<file path="config.mk">
export PLATFORM = sky130hd
export DESIGN_NAME = pixel_fifo_rd_scheduler
export DESIGN_NICKNAME = d
export VERILOG_FILES = /design/src/rtl/pixel_fifo_rd_scheduler.sv
export SDC_FILE = /design/constraint.sdc
export NUM_CORES = 1
export LEC_CHECK = 0
export CORE_UTILIZATION = 54
export DETAILED_ROUTE_END_ITERATION = 16
export DONT_BUFFER_PORTS = 1
export PLACE_DENSITY = 0.69
export SLEW_MARGIN = 20
export SYNTH_ARGS = -nofsm -noshare
export SYNTH_HDL_FRONTEND = slang
export SYNTH_SLANG_ARGS = --single-unit
</file>
<file path="constraint.sdc">
create_clock -name CLK_2 -period 3.75 [get_ports CLK_2]
set_input_delay 0.1875 -clock CLK_2 [delete_from_list [all_inputs] [get_ports CLK_2]]
set_output_delay 0.1875 -clock CLK_2 [all_outputs]
set_load 0.05 [all_outputs]
</file>
<file path="src/rtl/pixel_fifo_rd_scheduler.sv">
// Read-side scheduler for the RGB pixel FIFO feeding the VGA output.
// Waits for a frame boundary with enough prefill before streaming, emits
// black on underrun, re-aligns to the next frame and counts underruns.
module pixel_fifo_rd_scheduler #(
   parameter int DATA_W        = 10,
   parameter int USEDW_W       = 9,
   parameter int PREFILL_LEVEL = 256,
   parameter int ERR_W         = 16
) (
   input  logic               CLK_2,
   input  logic               RESET_N,
   input  logic               iEN,
   input  logic               iFRAME_START,
   input  logic               iPIX_REQ,
   input  logic               iRDEMPTY,
   input  logic [USEDW_W-1:0] iRDUSEDW,
   input  logic [DATA_W-1:0]  iQ_RED,
   input  logic [DATA_W-1:0]  iQ_GREEN,
   input  logic [DATA_W-1:0]  iQ_BLUE,
   output logic               oRDREQ,
   output logic [DATA_W-1:0]  oRED,
   output logic [DATA_W-1:0]  oGREEN,
   output logic [DATA_W-1:0]  oBLUE,
   output logic               oVALID,
   output logic               oSTREAMING,
   output logic [ERR_W-1:0]   oUNDERRUN_CNT,
   output logic [2:0]         oSTATE
);

   typedef enum logic [2:0] {
      IDLE       = 3'd0,
      WAIT_FRAME = 3'd1,
      PREFILL    = 3'd2,
      STREAM     = 3'd3,
      RESYNC     = 3'd4
   } state_t;

   localparam logic [31:0] PREFILL_THR = 32'(PREFILL_LEVEL);

   state_t      state;
   logic        s1_req;
   logic        s1_took;
   logic        underrun;
   logic        prefill_ok;
   logic [31:0] usedw_ext;

   assign usedw_ext  = 32'(iRDUSEDW);
   assign prefill_ok = (usedw_ext >= PREFILL_THR);
   assign underrun   = (state == STREAM) && iPIX_REQ && iRDEMPTY;

   // Read request: serve pixels while streaming, drain stale data in RESYNC
   always_comb begin
      oRDREQ = 1'b0;
      if (!iRDEMPTY) begin
         if (state == STREAM)
            oRDREQ = iPIX_REQ;
         else if (state == RESYNC)
            oRDREQ = 1'b1;
      end
   end

   assign oSTREAMING = (state == STREAM);
   assign oSTATE     = state;

   // State machine; a low enable forces IDLE ahead of every other transition
   always_ff @(posedge CLK_2 or negedge RESET_N) begin
      if (!RESET_N) begin
         state <= IDLE;
      end else if (!iEN) begin
         state <= IDLE;
      end else begin
         case (state)
            IDLE:       state <= WAIT_FRAME;
            WAIT_FRAME: if (iFRAME_START) state <= PREFILL;
            PREFILL:    if (iFRAME_START && prefill_ok) state <= STREAM;
            STREAM:     if (underrun) state <= RESYNC;
            RESYNC:     if (iFRAME_START) state <= PREFILL;
            default:    state <= IDLE;
         endcase
      end
   end

   // Saturating underrun counter, bumped only on the STREAM -> RESYNC edge
   always_ff @(posedge CLK_2 or negedge RESET_N) begin
      if (!RESET_N)
         oUNDERRUN_CNT <= '0;
      else if (iEN && underrun && (oUNDERRUN_CNT != '1))
         oUNDERRUN_CNT <= oUNDERRUN_CNT + ERR_W'(1);
   end

   // Stage 1: remember whether each request was backed by a real FIFO read
   always_ff @(posedge CLK_2 or negedge RESET_N) begin
      if (!RESET_N) begin
         s1_req  <= 1'b0;
         s1_took <= 1'b0;
      end else begin
         s1_req  <= iPIX_REQ;
         s1_took <= oRDREQ && (state == STREAM);
      end
   end

   // Stage 2: answer every request, with FIFO data or black, holding otherwise
   always_ff @(posedge CLK_2 or negedge RESET_N) begin
      if (!RESET_N) begin
         oVALID <= 1'b0;
         oRED   <= '0;
         oGREEN <= '0;
         oBLUE  <= '0;
      end else begin
         oVALID <= s1_req;
         if (s1_req) begin
            if (s1_took) begin
               oRED   <= iQ_RED;
               oGREEN <= iQ_GREEN;
               oBLUE  <= iQ_BLUE;
            end else begin
               oRED   <= '0;
               oGREEN <= '0;
               oBLUE  <= '0;
            end
         end
      end
   end

endmodule

</file>
# Word-level counts from Yosys, hierarchy flattened
# Index checks and enable logic that the tools add are counted.
[word_totals]
ff_bits = 52
output_inout_bits = 52
input_bits = 45
elab_cells = 38
[classes]
n_addsub = 1
eq_ne = 8
mux = 11
n_reduce_logical = 9
n_lt_le_gt_ge = 1
[op_table]
columns = ["cell", "count"]
rows = [
  ["2-to-1 mux 10 bit", 3],
  ["adder 16 x 1 -> 16 bit, second input constant", 1],
  ["!= test 16 bit, second input constant", 1],
  ["2-to-1 mux 3 bit", 4],
  ["case mux 3 bit (4 select lines)", 1],
  [">= comparator 9 bit, second input constant", 1],
  ["== test 3 x 2 -> 1 bit, second input constant", 2],
  ["logical AND 1 bit", 6],
  ["!= test 3 x 2 -> 1 bit, second input constant", 2],
  ["== test 3 x 1 -> 1 bit, second input constant", 1],
  ["== test 3 bit, second input constant", 1],
  ["logical NOT 3 bit", 1],
  ["2-to-1 mux 1 bit", 3],
  ["!= test 3 bit, second input constant", 1],
  ["AND reduction 3 bit", 1],
  ["OR reduction 2 bit", 1],
]

# Depth between registers and ports, before layout
[depth]
ltp_word = 6
mapped_depth = 5
ltp_nobuf = 5

# Worst setup path before layout
# Ideal clock, no wire load.
[synth_path]
path_kind = "register -> register"
startpoint = "register state[0] (netlist: oSTATE[0])"
endpoint = "register s1_took"
synth_period_minus_slack_ps = 2511
stages_incl_launch_ff = 6
setup_slack_ps = 1239
setup_time_ps = 70
t_required_ps = 3680
t_arrival_ps = 2442
path_cell_list = "dfrtp_1 nand3b_1 inv_1 nand2_1 a21oi_1 and2_1"
[synth_via]
word_cells_on_any_way = 6
[synth_rtl]
columns = ["element", "line_no", "rtl"]
rows = [
  ["from (decl)", "40", "state_t state;"],
  ["from (signal assigned)", "68", "state <= IDLE;"],
  ["from (signal assigned)", "70", "state <= IDLE;"],
  ["from (signal assigned)", "73", "IDLE: state <= WAIT_FRAME;"],
  ["== test 3 x 2 -> 1 bit", "-", ""],
  ["named net oSTREAMING", "25", "output logic oSTREAMING,"],
  ["2-to-1 mux 1 bit", "55", "if (state == STREAM)"],
  ["2-to-1 mux 1 bit", "54", "if (!iRDEMPTY) begin"],
  ["named net oRDREQ", "20", "output logic oRDREQ,"],
  ["logical AND 1 bit", "98", "s1_took <= oRDREQ && (state == STREAM);"],
  ["to (signal assigned)", "98", ""],
  ["to (decl)", "42", "logic s1_took;"],
]
# The timed path passes the listed nets, and every way through them passes these cells.
# A chain may end at the register's enable or synchronous reset.

# Final worst setup path
[layout_path]
startpoint = "register state[0] (netlist: oSTATE[0])"
endpoint = "output oRDREQ"
[layout_via]
word_cells_on_any_way = 5
[layout_rtl]
columns = ["element", "line_no"]
rows = [
  ["== test 3 x 2 -> 1 bit", "-"],
  ["named net oSTREAMING", "25"],
  ["2-to-1 mux 1 bit", "55"],
  ["2-to-1 mux 1 bit", "54"],
  ["to (decl)", "20"],
]
# The timed path passes the listed nets, and every way through them passes these cells.

==> reports/qor.txt <==
Status - finished, final reports clean
Netlist cell types - 35
Slew headroom - 40.4%
Htree depth - 2
Warnings, synthesis - 0
Worst hold path type - in2reg
DR vias/cell - 5.54
Die H - 67.2 um
Post-Layout Cell Count - 283
Crit end category - output port
Clk sink count - 52
Reg2Reg Depth - 5
Via count - 1,569
Placer Congestion - 0.783
Fill count - 378
Initial core utilization - 57.0%
Placed Instances - 271
Top FF cell, synth - dfrtp_1
Slew Limit Fails - 0
Synthesized Nets - 276
Share of cells above drive strength 1 - 7.73%
Core area - 4030 um^2
DIE WIDTH - 67.2 um
DRT met1 WL - 1930 um
Peak supply drop - 0.257 mV
Total GRT Usage - 19.9%
Worst EP required - 3.56 ns
Flops & latches, synth - 52
Grt ovf - 0
Syn_area_per_cell - 9.98 um^2
Clk Latency, worst-skew pair - 0.30 ns
DR pass1 iterations - 4
Hold Fails Final Rpt - 0
Post-CTS Setup Bufs - 0
Clock Skew - 0.00698 ns
Async SR Flop Fraction - 100%
Root Buffer - clkbuf_8
Period utilization - 64.6%
Worst-path fanout max - 7
Post-DP HPWL - 2880 um
Netlist Area Pre-Place - 2290 um^2
Max clock buf depth - 2
Final #Nets - 278
Setup TNS - 0 ns
Worst r2r src - oUNDERRUN_CNT[0]
Worst-margin pin slew - 0.894 ns
Initial antenna violation count - 0
Static leakage - 1.10 nW
Final WL - 4250 um
Post-Syn Instances - 230
Unrepaired setup endpoints after global routing - no
Worst reg2reg setup slack - 1.47 ns
Final antenna-violating net count - 0
IO buf count - 0
Largest net degree at the start of global routing - 53
First-pass GRT wire length - 6530 um
Highest Signal Layer - met4
Antenna cell count - 0
Minimum hold slack - 0.0209 ns
Drt wl/cell - 15.0 um
Num CTS Buffers - 5
Clock transition at path regs - 0.09 ns
Power Density - 407 nW/um^2
Routed length on met3 - 357 um
# rows - 23
Post-layout min period - 2.42 ns
I/O Pins - 97
Area grow syn2layout - 7.85%
Commonest non-fill, non-tap cell in the layout - dfrtp_1
Post-synthesis sequential area ratio - 56.7%
Drt drc - 0
Max Cap Viol - 0
Post-synth EDFFs - 0
Die Area - 4510 um^2
Post-CTS sizing - 0
R2R Path End - oUNDERRUN_CNT[12]
Final count of negative-setup-slack endpoints - 0
DRC marker count from the first detailed-route iteration - 53
WP data arrival - 2.24 ns
Crit path from - oSTATE[0]
Sequential cell area - 1300 um^2
Fmax - 0.413 GHz
Multi-input logic area - 825 um^2
TritonCTS clock tree - yes
Kind of critical path - reg2out
Met2 routed wirelength - 1900 um
Commonest cells after routing, fill and taps aside - dfrtp_1, nand3_1, inv_1
Number of global-route vias before repair - 1,425
End point of the critical path - oRDREQ
Startpoint types - flip-flop
-- power breakdown --
part	internal [mW]	switching, mW
clock	0.150	0.171
sequential	0.572	0.0691
combinational	0.0176	0.0280
-- worst min-delay path by stage --
stage,startpoint,end,slack [ns],cells after the start
2_1_floorplan,RESET_N,oBLUE[0],-0.11,0
3_3_place_gp,RESET_N,oGREEN[7],-0.11,0
3_5_place_dp,RESET_N,oGREEN[7],-0.11,0
4_1_cts,iEN,oSTATE[2],0.004,1
5_1_grt,iEN,oSTATE[1],0.004,1
6_report,iEN,oSTATE[1],0.02,1
-- layout make-up --
type	instances	share of cell area, %
timing repair buffer	6	2.93
tap	50	2.53
sequential	52	52.6
clock buffer	7	3.49
multi-input combinational	135	33.3
clock inverter	1	0.303
inverter	32	4.85
-- critical path, stage by stage, from the launching register on --
cell	delay (ns)
dfrtp_1	0.74
nand3b_1	0.29
inv_1	0.43
nand2_1	0.10
a21oi_1	0.16
buf_4	0.22
-- state kept, by name, indices dropped and copies added, names as in the netlist --
signal         flops
oRED              10
oUNDERRUN_CNT     16
oSTATE             3
oVALID             1
oGREEN            10
oBLUE             10
s1_took            1
s1_req             1
-- stage by stage --
step | power, mW | instance area (um^2) | util, % | worst slack (ns)
3_5_place_dp | 0.683 | 2320 | 57.7 | 1.51
5_1_grt | 1.05 | 2470 | 61.4 | 1.18
3_3_place_gp | 0.681 | 2320 | 57.7 | 1.53
4_1_cts | 1.02 | 2460 | 61.2 | 1.31
2_1_floorplan | 0.675 | 2290 | - | 1.24
6_report | 1.01 | 2470 | 61.4 | 1.33
-- synth_stat cells, types with 2 or more instances --
cell / count / share of area [%]
inv_1: 32 / 5.2
a31oi_1: 2 / 0.55
nor4_1: 5 / 1.4
nand3_1: 35 / 7.6
nand2_1: 8 / 1.3
nor2_1: 8 / 1.3
and4_1: 2 / 0.76
dfrtp_1: 52 / 57
clkbuf_1: 9 / 1.5
and2_1: 2 / 0.55
nor3_1: 5 / 1.1
xor2_1: 13 / 5.0
o21ai_0: 29 / 6.3
nand4_1: 5 / 1.4
a21oi_1: 3 / 0.65
-- repair_timing --
| item | 4_1_cts | 5_1_grt |
|---|---|---|
| setup endpoints to repair | 0 | 0 |
| endpoints found under the hold margin | 53 | 1 |
| hold buffers | 3 | 1 |
-- logic make-up (layout without fill, tap and decap cells) --
family	after synthesis	in the layout	share of synthesized area, %
muxes	2	2	0.927
DFF	52	52	56.7
and+or+nand+nor	82	82	21.1
adders and majority gates	1	1	0.545
buffers and inverters	43	46	7.36
xor gates and xnor gates	13	13	4.96
AOI/OAI and AO/OA	37	37	8.40
-- per-layer routing --
metal / GRT usage (%) / vias up
li1: - / 781
met1: 24.9 / 719
met2: 30.6 / 64
met3: 8.61 / 5
met4: 7.18 / 0
met5: 0 / -
(Power assumes the default switching activity.)
